## config.mk

```make
export PLATFORM = sky130hd
export DESIGN_NAME = fetch_ctrl_flat
export DESIGN_NICKNAME = d
export VERILOG_FILES = /design/src/rtl/fetch_ctrl_if.sv /design/src/rtl/fetch_ctrl.sv /design/src/flat_wrapper.sv
export SDC_FILE = /design/constraint.sdc
export NUM_CORES = 1
export LEC_CHECK = 0
export ABC_CLOCK_PERIOD_IN_PS = 2300
export CAP_MARGIN = 5
export CORE_MARGIN = 4
export CORE_UTILIZATION = 36
export CTS_CLUSTER_SIZE = 25
export DETAILED_ROUTE_END_ITERATION = 8
export PLACE_DENSITY_LB_ADDON = 0.25
export SYNTH_ARGS = -nofsm -noshare
export SYNTH_HDL_FRONTEND = slang
export SYNTH_SLANG_ARGS = --single-unit
```

## constraint.sdc

```tcl
create_clock -name clk -period 2.3 [get_ports clk]
set_clock_uncertainty 0.15 [all_clocks]
set_input_delay 0.345 -clock clk [delete_from_list [all_inputs] [get_ports clk]]
set_output_delay 0.345 -clock clk [all_outputs]
set_load 0.1 [all_outputs]
```

## src/rtl/fetch_ctrl_if.sv

```systemverilog
// Fetch-stage bundle between the PC sequencer, the combinational instruction ROM
// and the decode/branch unit.
//   master : fetch_ctrl view; drives instr_addr, instr_out, instr_valid, done, icount
//   slave  : environment view (ROM, decoder, branch unit, bench); drives the rest
// Signals:
//   start, stall, halt_req        control from the core/decoder
//   branch_en, branch_off         relative branch request, two's-complement offset
//   jump_en, jump_addr            absolute jump request
//   instr_addr / instr_in         ROM address / ROM read data
//   instr_out, instr_valid        instruction presented to decode
//   done, icount                  halt flag and retired-instruction count
interface fetch_ctrl_if #(
  parameter int unsigned rom_size    = 256,
  parameter int unsigned instr_width = 9
);
  localparam int unsigned AW = $clog2(rom_size);

  logic                   start;
  logic                   stall;
  logic                   halt_req;
  logic                   branch_en;
  logic [AW-1:0]          branch_off;
  logic                   jump_en;
  logic [AW-1:0]          jump_addr;
  logic [AW-1:0]          instr_addr;
  logic [instr_width-1:0] instr_in;
  logic [instr_width-1:0] instr_out;
  logic                   instr_valid;
  logic                   done;
  logic [15:0]            icount;

  modport master (
    input  start, stall, halt_req, branch_en, branch_off, jump_en, jump_addr, instr_in,
    output instr_addr, instr_out, instr_valid, done, icount
  );

  modport slave (
    output start, stall, halt_req, branch_en, branch_off, jump_en, jump_addr, instr_in,
    input  instr_addr, instr_out, instr_valid, done, icount
  );
endinterface

```

## src/rtl/fetch_ctrl.sv

```systemverilog
// Program-counter sequencer for the single-cycle core. Owns the PC, drives the
// combinational ROM address, presents the fetched word to decode and runs an
// IDLE/RUN/HALT state machine so the environment can tell when a program ends.
// Ports:
//   clk    rising-edge clock
//   reset  synchronous, active-high; beats every other input
//   bus    fetch_ctrl_if.master (control inputs, ROM port, decode outputs)
// Build option:
//   FETCH_ICOUNT_EN  when defined, icount counts retired instructions (saturating
//                    at 0xFFFF); otherwise icount is tied to zero and has no flops.
module fetch_ctrl #(
  parameter int unsigned rom_size    = 256,
  parameter int unsigned instr_width = 9
) (
  input logic          clk,
  input logic          reset,
  fetch_ctrl_if.master bus
);

  localparam int unsigned AW = $clog2(rom_size);

  typedef enum logic [1:0] {
    StIdle = 2'd0,
    StRun  = 2'd1,
    StHalt = 2'd2
  } state_e;

  state_e        state_q;
  logic [AW-1:0] pc_q;
  logic          valid_q;
  logic          done_q;

  // Single-process FSM; valid/done are registered alongside the state so they
  // always match it without decoding on the output path.
  always_ff @(posedge clk) begin
    if (reset) begin
      state_q <= StIdle;
      pc_q    <= '0;
      valid_q <= 1'b0;
      done_q  <= 1'b0;
    end else begin
      case (state_q)
        StIdle: begin
          if (bus.start) begin
            state_q <= StRun;
            pc_q    <= '0;
            valid_q <= 1'b1;
          end
        end
        StRun: begin
          if (bus.halt_req) begin
            state_q <= StHalt;
            valid_q <= 1'b0;
            done_q  <= 1'b1;
          end else if (bus.stall) begin
            pc_q <= pc_q;
          end else if (bus.jump_en) begin
            pc_q <= bus.jump_addr;
          end else if (bus.branch_en) begin
            // AW-bit add: wraps modulo rom_size, negative offsets are two's complement
            pc_q <= pc_q + bus.branch_off;
          end else begin
            pc_q <= pc_q + AW'(1);
          end
        end
        StHalt: begin
          if (bus.start) begin
            state_q <= StRun;
            pc_q    <= '0;
            valid_q <= 1'b1;
            done_q  <= 1'b0;
          end
        end
        default: begin
          state_q <= StIdle;
          pc_q    <= '0;
          valid_q <= 1'b0;
          done_q  <= 1'b0;
        end
      endcase
    end
  end

  assign bus.instr_addr  = pc_q;
  assign bus.instr_valid = valid_q;
  assign bus.done        = done_q;
  // ROM is combinational, so the word for the current PC is passed straight through.
  assign bus.instr_out   = (state_q == StRun) ? bus.instr_in : '0;

`ifdef FETCH_ICOUNT_EN
  logic [15:0] icount_q;
  logic        retire;
  logic        restart;

  assign retire  = (state_q == StRun) && !bus.stall && !bus.halt_req;
  assign restart = ((state_q == StIdle) || (state_q == StHalt)) && bus.start;

  always_ff @(posedge clk) begin
    if (reset || restart) begin
      icount_q <= '0;
    end else if (retire && (icount_q != 16'hFFFF)) begin
      icount_q <= icount_q + 16'd1;
    end
  end

  assign bus.icount = icount_q;
`else
  assign bus.icount = '0;
`endif

endmodule

```

## src/flat_wrapper.sv

```systemverilog
// flat-port wrapper written by rule: the top's interface ports become plain ports
module fetch_ctrl_flat 
#(
  parameter int unsigned rom_size    = 256,
  parameter int unsigned instr_width = 9
)
  (clk, reset, bus_start, bus_stall, bus_halt_req, bus_branch_en, bus_branch_off, bus_jump_en, bus_jump_addr, bus_instr_in, bus_instr_addr, bus_instr_out, bus_instr_valid, bus_done, bus_icount);
  fetch_ctrl_if #(.rom_size(rom_size), .instr_width(instr_width)) bus_i ();
  input logic clk;
  input logic reset;
  input wire logic [$bits(bus_i.start)-1:0] bus_start;
  input wire logic [$bits(bus_i.stall)-1:0] bus_stall;
  input wire logic [$bits(bus_i.halt_req)-1:0] bus_halt_req;
  input wire logic [$bits(bus_i.branch_en)-1:0] bus_branch_en;
  input wire logic [$bits(bus_i.branch_off)-1:0] bus_branch_off;
  input wire logic [$bits(bus_i.jump_en)-1:0] bus_jump_en;
  input wire logic [$bits(bus_i.jump_addr)-1:0] bus_jump_addr;
  input wire logic [$bits(bus_i.instr_in)-1:0] bus_instr_in;
  output wire logic [$bits(bus_i.instr_addr)-1:0] bus_instr_addr;
  output wire logic [$bits(bus_i.instr_out)-1:0] bus_instr_out;
  output wire logic [$bits(bus_i.instr_valid)-1:0] bus_instr_valid;
  output wire logic [$bits(bus_i.done)-1:0] bus_done;
  output wire logic [$bits(bus_i.icount)-1:0] bus_icount;
  assign bus_i.start = bus_start;
  assign bus_i.stall = bus_stall;
  assign bus_i.halt_req = bus_halt_req;
  assign bus_i.branch_en = bus_branch_en;
  assign bus_i.branch_off = bus_branch_off;
  assign bus_i.jump_en = bus_jump_en;
  assign bus_i.jump_addr = bus_jump_addr;
  assign bus_i.instr_in = bus_instr_in;
  assign bus_instr_addr = bus_i.instr_addr;
  assign bus_instr_out = bus_i.instr_out;
  assign bus_instr_valid = bus_i.instr_valid;
  assign bus_done = bus_i.done;
  assign bus_icount = bus_i.icount;
  fetch_ctrl #(.rom_size(rom_size), .instr_width(instr_width)) u_core (.clk(clk), .reset(reset), .bus(bus_i));
endmodule
```

# After elaboration in Yosys (flattened, before gate mapping)
# Index checks and enable logic that the tools add are counted.
# totals
ff_bits	12
inputBits	32
output_inout_bits	35
# op_classes
add_sub_neg	2
eq_ne	7
muxes	16
bitwise_logic	1
reduce_logical	5
# ops
operator	count
two-way mux 8 bit	5
case mux 8 bit (2 select lines)	1
two-way mux 9 bit	1
adder 8 x 1 -> 8 bit (second input constant)	1
adder 8 bit	1
inequality test 2 bit (second input constant)	4
AND reduction 3 bit	2
two-way mux 1 bit	4
two-way mux 2 bit	2
case mux 2 bit (2 select lines)	1
case mux 1 bit (3 select lines)	1
== test 2 x 1 -> 1 bit (second input constant)	1
== test 2 bit (second input constant)	1
zero test 2 bit	1
inequality test 2 x 1 -> 1 bit (second input constant)	1
case mux 1 bit (2 select lines)	1
AND reduction 2 bit	1
OR reduction 2 bit	1
inverter 1 bit	1

# Depth between registers and ports, before layout
# Gate-level depths: netlist (run 1).
# logic_depth
word_depth	6
mapped_depth	9
mapped_depth_nobuf	9

# Least setup slack after synthesis (run 1)
# Ideal clock, no wire load.
# synth_timing
path_type	reg2reg
start	register u_core.pc_q[0] (netlist: u_core.bus.instr_addr[0])
end	register u_core.pc_q[4] (netlist: u_core.bus.instr_addr[4])
setup_ns	0.128
arrival_ns	2.372
required_ns	2.022
setup_slack_ns	-0.350
stages_incl_launch_ff	9
synth_period_minus_slack_ns	2.650
path_cell_list	dfxtp_1 ha_1 inv_1 fa_1 nor2b_4 o31a_1 a21oi_1 a222oi_1 nor2_1
# synth_via
elab_chain_len	6
# synth_rtl
element	line_no	text
start: declaration	fetch_ctrl.sv:29	logic [AW-1:0] pc_q;
start signal: assignment	fetch_ctrl.sv:56	pc_q <= pc_q;
start signal: assignment	fetch_ctrl.sv:58	pc_q <= bus.jump_addr;
start signal: assignment	fetch_ctrl.sv:61	pc_q <= pc_q + bus.branch_off;
adder 8 x 1 -> 8 bit or adder 8 bit (tied branches)	fetch_ctrl.sv:63, fetch_ctrl.sv:61	
two-way mux 8 bit *	fetch_ctrl.sv:59	end else if (bus.branch_en) begin
two-way mux 8 bit *	fetch_ctrl.sv:57	end else if (bus.jump_en) begin
two-way mux 8 bit *	fetch_ctrl.sv:55	end else if (bus.stall) begin
two-way mux 8 bit *	fetch_ctrl.sv:51	if (bus.halt_req) begin
case mux 8 bit (2 select lines) *	fetch_ctrl.sv:42	case (state_q)
# Mark *: on every way between the ends. The rest lies on a longest branch, timed or not. The select of a mux whose other input is x is not followed.
# A chain may end at the register's enable or synchronous reset.

# Worst setup path in the final report (run 1)
# layout_timing
start	input bus_branch_off[0]
end	register u_core.pc_q[6] (netlist: u_core.bus.instr_addr[6])
# layout_via
elab_chain_len	6
# layout_rtl
element	line_no	text
start: declaration	flat_wrapper.sv:15	input wire logic [$bits(bus_i.branch_off)-1:0] bus_branch_off;
adder 8 bit	fetch_ctrl.sv:61	
two-way mux 8 bit	fetch_ctrl.sv:59	
two-way mux 8 bit	fetch_ctrl.sv:57	
two-way mux 8 bit	fetch_ctrl.sv:55	
two-way mux 8 bit	fetch_ctrl.sv:51	
case mux 8 bit (2 select lines)	fetch_ctrl.sv:42	
# No other way between the ends. The select of a mux whose other input is x is not followed.

==> results of run 1 <==
cells by family after synthesis:
family	after synthesis	synth area share, %
AO/OA/AOI/OAI	33	21.24
XOR/XNOR	5	4.153
adder cells (fa/ha/maj)	8	10.20
buffers and inverters	22	13.88
flip-flops	12	22.78
multiplexers	2	1.898
other	1	0.3555
AND/OR/NAND/NOR	48	25.50
sequential cells by signal (all words and copies together) (netlist names):
name,count
u_core.bus.done,1
u_core.state_q,2
u_core.bus.instr_valid,1
u_core.bus.instr_addr,8
final cells by class:
| type | count | area (um^2) |
|---|---|---|
| Multi-Input combinational cell | 112 | 726.9 |
| Timing Repair Buffer | 64 | 673.1 |
| Fill cell | 261 | 1049 |
| Inverter | 3 | 11.26 |
| Clock buffer | 4 | 36.28 |
| Sequential cell | 12 | 246.5 |
| Tap cell | 31 | 38.79 |
stage by stage:
stage,util (%),total power [mW],area [um^2]
after global routing,62.30,0.8582,1733
after floorplan,-,0.5345,1117
after CTS,62.21,0.8250,1730
after global placement,60.82,0.6434,1692
after detailed placement,60.82,0.6491,1692
final,62.30,0.8177,1733
worst min path at each step:
| stage | endpoint | start | depth (start not counted) | slack [ns] |
|---|---|---|---|---|
| after CTS | u_core.bus.instr_addr[2] | u_core.bus.instr_addr[2] | 2 | 0.37 |
| after global placement | u_core.bus.instr_valid | u_core.bus.instr_valid | 2 | 0.34 |
| after floorplan | u_core.bus.instr_addr[7] | reset | 1 | 0.31 |
| after global routing | u_core.bus.instr_addr[0] | u_core.bus.instr_addr[0] | 2 | 0.40 |
| final | u_core.bus.instr_valid | u_core.bus.instr_valid | 2 | 0.37 |
| after detailed placement | u_core.bus.instr_addr[2] | u_core.bus.instr_addr[2] | 2 | 0.35 |
power breakdown:
group / internal, mW / switching [mW] / total [mW]
registers: 0.216 / 0.00641 / 0.222
clock network: 0.0962 / 0.0774 / 0.174
logic: 0.132 / 0.289 / 0.422
worst min-delay path: stages, from the launching register on:
cell	delay, ns
dfxtp_1	0.35
a21oi_1	0.07
nor2_1	0.07
placed cells by master (no fill, tap or decap), drive strengths merged:
master / Yosys / routed
a211o: 1 / 1
a21oi: 10 / 10
and3: 1 / 1
a22oi: 3 / 3
fa: 1 / 1
a222oi: 2 / 2
ha: 7 / 7
a211oi: 1 / 1
conb: 1 / 16
a32oi: 1 / 1
dlymetal6s2s: 0 / 1
nor2: 19 / 19
nor3: 4 / 4
nand2: 4 / 4
clkbuf: 1 / 4
o21ai: 4 / 4
a21o: 1 / 1
xor2: 3 / 3
or2b: 1 / 1
o21bai: 1 / 1
clkdlybuf4s50: 0 / 30
dfxtp: 12 / 12
o21a: 3 / 3
nor2b: 2 / 2
o31a: 1 / 1
nor4: 1 / 1
o32ai: 1 / 1
buf: 18 / 33
xnor2: 2 / 2
o22ai: 4 / 4
inv: 3 / 3
mux2i: 2 / 2
and2: 14 / 14
nand2b: 2 / 2
Yosys cell counts (all sizes together) (2+ instances only):
| cell type | number | area share (%) |
|---|---|---|
| xor2 | 3 | 2.5 |
| ha | 7 | 8.3 |
| o22ai | 4 | 3.0 |
| nor3 | 4 | 1.9 |
| and2 | 14 | 8.3 |
| nor2 | 19 | 6.8 |
| nor2b | 2 | 1.9 |
| a21oi | 10 | 4.7 |
| a222oi | 2 | 1.9 |
| dfxtp | 12 | 23 |
| xnor2 | 2 | 1.7 |
| nand2 | 4 | 1.4 |
| mux2i | 2 | 1.9 |
| a22oi | 3 | 2.1 |
| buf | 18 | 12 |
| nand2b | 2 | 1.9 |
| o21ai | 4 | 1.9 |
| o21a | 3 | 2.1 |
| inv | 3 | 1.1 |
per-layer routing:
layer / global-route usage [%] / vias up
met5: 0 / -
met2: 26.81 / 41
met4: 4.336 / 0
met3: 5.225 / 7
li1: - / 555
met1: 18.60 / 505
what timing repair did:
| action | in CTS | in global routing |
|---|---|---|
| hold buffers | 0 | 0 |
| endpoints found under the hold margin | 0 | 0 |
| resized for setup | 1 | 1 |
| pin swaps | 0 | 0 |
| setup endpoints to repair | 1 | 6 |
| setup buffers | 0 | 0 |
==> impl_metrics.yaml, run 1 <==
worst_setup_path:
  critPathSlowestCell: "clkdlybuf4s50_1"
  rr_worst_depth: 8
  cp_max_fo: 2
  end_kind: "register"
  path_cells: "clkdlybuf4s50_1 > nand2b_1 > ha_1 > inv_1 > fa_2 > nor2b_4 > o31a_1 > o21a_1 > o21a_1 > o32ai_1"
  cp-endpoint: "u_core.bus.instr_addr[6]"
  cp.required_ns: 2.34
  cpLargestDelayFamily: "compound AO/OA/AOI/OAI gates"
  critical-path-max-stage-delay_ns: 0.41
  cp.depth: 10
  crit_start: "bus_branch_off[0]"
  path_buf_inv: 2
  r2r_end: "u_core.bus.instr_addr[6]"
  critPathArrivalTime_ns: 2.25
  reg2reg_from: "u_core.bus.instr_addr[0]"
  path_class: "in2reg"
  ff2ff_setup_slack_ns: 0.38
  cp_common_cell: "o21a_1"
  cp-start-kind: "primary input"
routing:
  top_layer: "met4"
  vias: 1108
  drt_iter0_markers: 70
  wl_met3_um: 220
  wl_um: 3023
  postRouteAntennaNets: 0
  post_drt_wl_per_cell_um: 13.38
  wl_met2_um: 1538
  drc: 0
  drt-met1-wl_um: 1208
  viasPerCell: 4.903
  dr.pass1.iters: 4
cells_and_area:
  drive_gt1_share_pct: 24.10
  diodes: 0
  syn_to_final_growth_pct: 64.29
  final_cells: 226
  nets: 236
global_routing:
  grtUsageTotal_pct: 15.73
  grt_pass1_vias: 1106
  grt_start_max_net_pins: 13
  gr-total-overflow: 0
  antenna_found_initial: 0
  grt_pass1_wl_um: 5002
floorplan:
  fp.dieW_um: 62.13
  core_area_um2: 2781
  die_height_um: 62.13
  io_pins: 67
  dieArea_um2: 3860
  num_rows: 19
  initial_core_util_pct: 37.92
place:
  io_buffers: 50
  hpwl_um: 2593
  gp_congestion: 0.8531
  dp_cells: 222
  pre_cts_ws_ns: -0.3232
timing:
  hold_viol: 0
  slew_violations: 0
  max_freq_mhz: 453.6
  finalSetupViolCount: 0
  min_period_ns: 2.205
  fin_crit_sh_pct: 95.86
  setup_ws_ns: 0.09533
  rsz0062_at_grt: "false"
  holdWs_ns: 0.3682
  tns_ns: 0
power_and_ir_drop:
  power_leakage_nw: 0.7838
  p_per_area_nw_per_um2: 471.9
  peakVddDrop_uv: 358.7
synthesis:
  avgSynthCellArea_um2: 8.052
  synth_edf_count: 0
  synth.distinct_cells: 36
  ys_seq_area_share_pct: 22.78
  synth_ff_type: "dfxtp_1"
  ys_warn_count: 0
  syn_inst: 131
  ys_ff_latch: 12
  syn_area_um2: 1055
  async_flop_share_pct: 0
job:
  drv_cap: 0
clock_tree:
  worstSkewPairLatency_ns: 0.27
  htree_levels: 1
  cts.sinks: 12
  clockRootBuffer: "clkbuf_4"
  cts_tree: "done"
  cts_buffer_depth: 2
  path_clk_slew_ns: 0.08
  cts_made_buffers: 3
hold_path:
  hp-class: "reg2reg"
run_status:
  status: "finished, final reports clean"
Note: power is estimated with default switching activity, not from simulation.
==> run 2: changes to the inputs <==
--- a/config.mk
+++ b/config.mk
@@ -8,7 +8,7 @@
 export ABC_CLOCK_PERIOD_IN_PS = 2300
 export CAP_MARGIN = 5
 export CORE_MARGIN = 4
-export CORE_UTILIZATION = 36
+export CORE_UTILIZATION = 35
 export CTS_CLUSTER_SIZE = 25
 export DETAILED_ROUTE_END_ITERATION = 8
 export PLACE_DENSITY_LB_ADDON = 0.25
==> impl_metrics.yaml, run 2 (synthesized netlist as in run 1, its figures left out) <==
hold_path:
  hp-class: "reg2reg"
  min_delay_path_depth: 2
clock_tree:
  path_clk_slew_ns: 0.08
  holdBufCountCts: 0
  cts_tree: "done"
  cts_buffer_depth: 2
  cts_made_buffers: 3
  cts.sinks: 12
  clockRootBuffer: "clkbuf_4"
  worstSkewPairLatency_ns: 0.28
  htree_levels: 1
power_and_ir_drop:
  switchingPower_mw: 0.3722
  p_comb_share_pct: 51.8
  clkPwrFrac_pct: 21.0
  p_per_area_nw_per_um2: 468.2
  power_leakage_nw: 0.7813
  swShare_pct: 45.44
  p_int_mw: 0.4468
  p_total_mw: 0.8191
  seqPwrFrac_pct: 27.2
  peakVddDrop_uv: 228.7
worst_setup_path:
  path_class: "in2reg"
  critPathArrivalTime_ns: 2.26
  rr_worst_depth: 8
  cp.required_ns: 2.33
  cp-start-kind: "primary input"
  cp_max_fo: 2
  end_kind: "register"
global_routing:
  grt_start_max_net_pins: 13
  grtUsageTotal_pct: 15.02
  gr-total-overflow: 0
  grt_pass1_wl_um: 4816
  antenna_found_initial: 0
  grt_pass1_vias: 1067
place:
  hpwl_um: 2511
  gp_congestion: 0.8243
  pre_cts_ws_ns: -0.3274
  io_buffers: 50
  dp_cells: 222
routing:
  postRouteAntennaNets: 0
  drc: 0
  dr.pass1.iters: 5
  drt_iter0_markers: 59
  vias: 1113
  post_drt_wl_per_cell_um: 12.98
  viasPerCell: 4.925
  wl_um: 2934
floorplan:
  die_height_um: 62.90
  core_area_um2: 2829
  num_rows: 19
  fp.dieW_um: 62.90
  io_pins: 67
  dieArea_um2: 3956
  initial_core_util_pct: 37.28
cells_and_area:
  final_util_pct: 61.83
  nets: 236
  largest_reg_flops: 8
  fillers: 255
  mostFrequentLayoutCells: "30 x clkdlybuf4s50_1, 24 x buf_4, 19 x nor2_1"
  final_cells: 226
  final_common_cell: "clkdlybuf4s50_1"
  diodes: 0
  multi_input_area_um2: 747.0
  regArea_um2: 246.5
  syn_to_final_growth_pct: 65.84
  drive_gt1_share_pct: 25.64
timing:
  max_freq_mhz: 450.3
  holdWs_ns: 0.3765
  hold_viol: 0
  min_period_ns: 2.221
  fin_crit_sh_pct: 96.55
  setup_ws_ns: 0.07935
  slew_violations: 0
  finalSetupViolCount: 0
job:
  drv_cap: 0
run_status:
  status: "finished, final reports clean"
run 2: changes by cell type in the layout (fill, tap and decap cells not counted), sizes merged:
cell,before,now
dlygate4sd2,0,1
dlymetal6s2s,1,0
run 2: layer usage:
layer / track usage, % / vias up / part of all wire, %
met5: 0 / - / 0
met4: 4.683 / 0 / 1.8
met3: 5.755 / 7 / 8.5
met2: 26.61 / 54 / 52
met1: 16.32 / 500 / 38
li1: - / 552 / -
run 2: power groups by stage:
| stage | Sequential (mW) | Combinational [mW] | Clock (mW) |
|---|---|---|---|
| finish | 0.223 | 0.424 | 0.172 |
| global route | 0.225 | 0.443 | 0.193 |
| CTS | 0.223 | 0.421 | 0.179 |
| detailed placement | 0.228 | 0.421 | 0 |
| global placement | 0.227 | 0.418 | 0 |
| floorplan | 0.268 | 0.266 | 0 |
run 2: per-stage QoR:
stage / setup TNS [ns] / instance area, um^2
finish: 0 / 1749
global route: -0.002431 / 1749
CTS: 0 / 1727
detailed placement: -1.395 / 1692
global placement: -1.040 / 1692
floorplan: -0.006719 / 1117
run 2: critical path, cell delays in order:
cell and delay, ns:
clkdlybuf4s50_1 0.42, nand2b_4 0.15, ha_4 0.16, inv_2 0.05, fa_2 0.23, nor2b_4 0.04
o31a_1 0.28, o21a_1 0.20, o21a_1 0.17, o32ai_1 0.20
run 2: timing repair:
item / CTS / global route
gates resized for setup: 1 / 5
setup endpoints to repair: 2 / 2
pin swaps: 0 / 4
setup buffers: 0 / 0
run 2: worst paths after layout:
check             slack, ns                        to                      from
hold / removal         0.38    u_core.bus.instr_valid    u_core.bus.instr_valid
setup reg to reg       0.36  u_core.bus.instr_addr[6]  u_core.bus.instr_addr[0]
setup / recovery       0.08  u_core.bus.instr_addr[6]         bus_branch_off[0]
hold reg to reg        0.38    u_core.bus.instr_valid    u_core.bus.instr_valid
run 2: layout make-up:
class / count / area share, %
Sequential cell: 12 / 14.09
Timing Repair Buffer: 64 / 38.27
Multi-Input combinational cell: 112 / 42.70
Clock buffer: 4 / 2.074
Tap cell: 31 / 2.217
Inverter: 3 / 0.6438
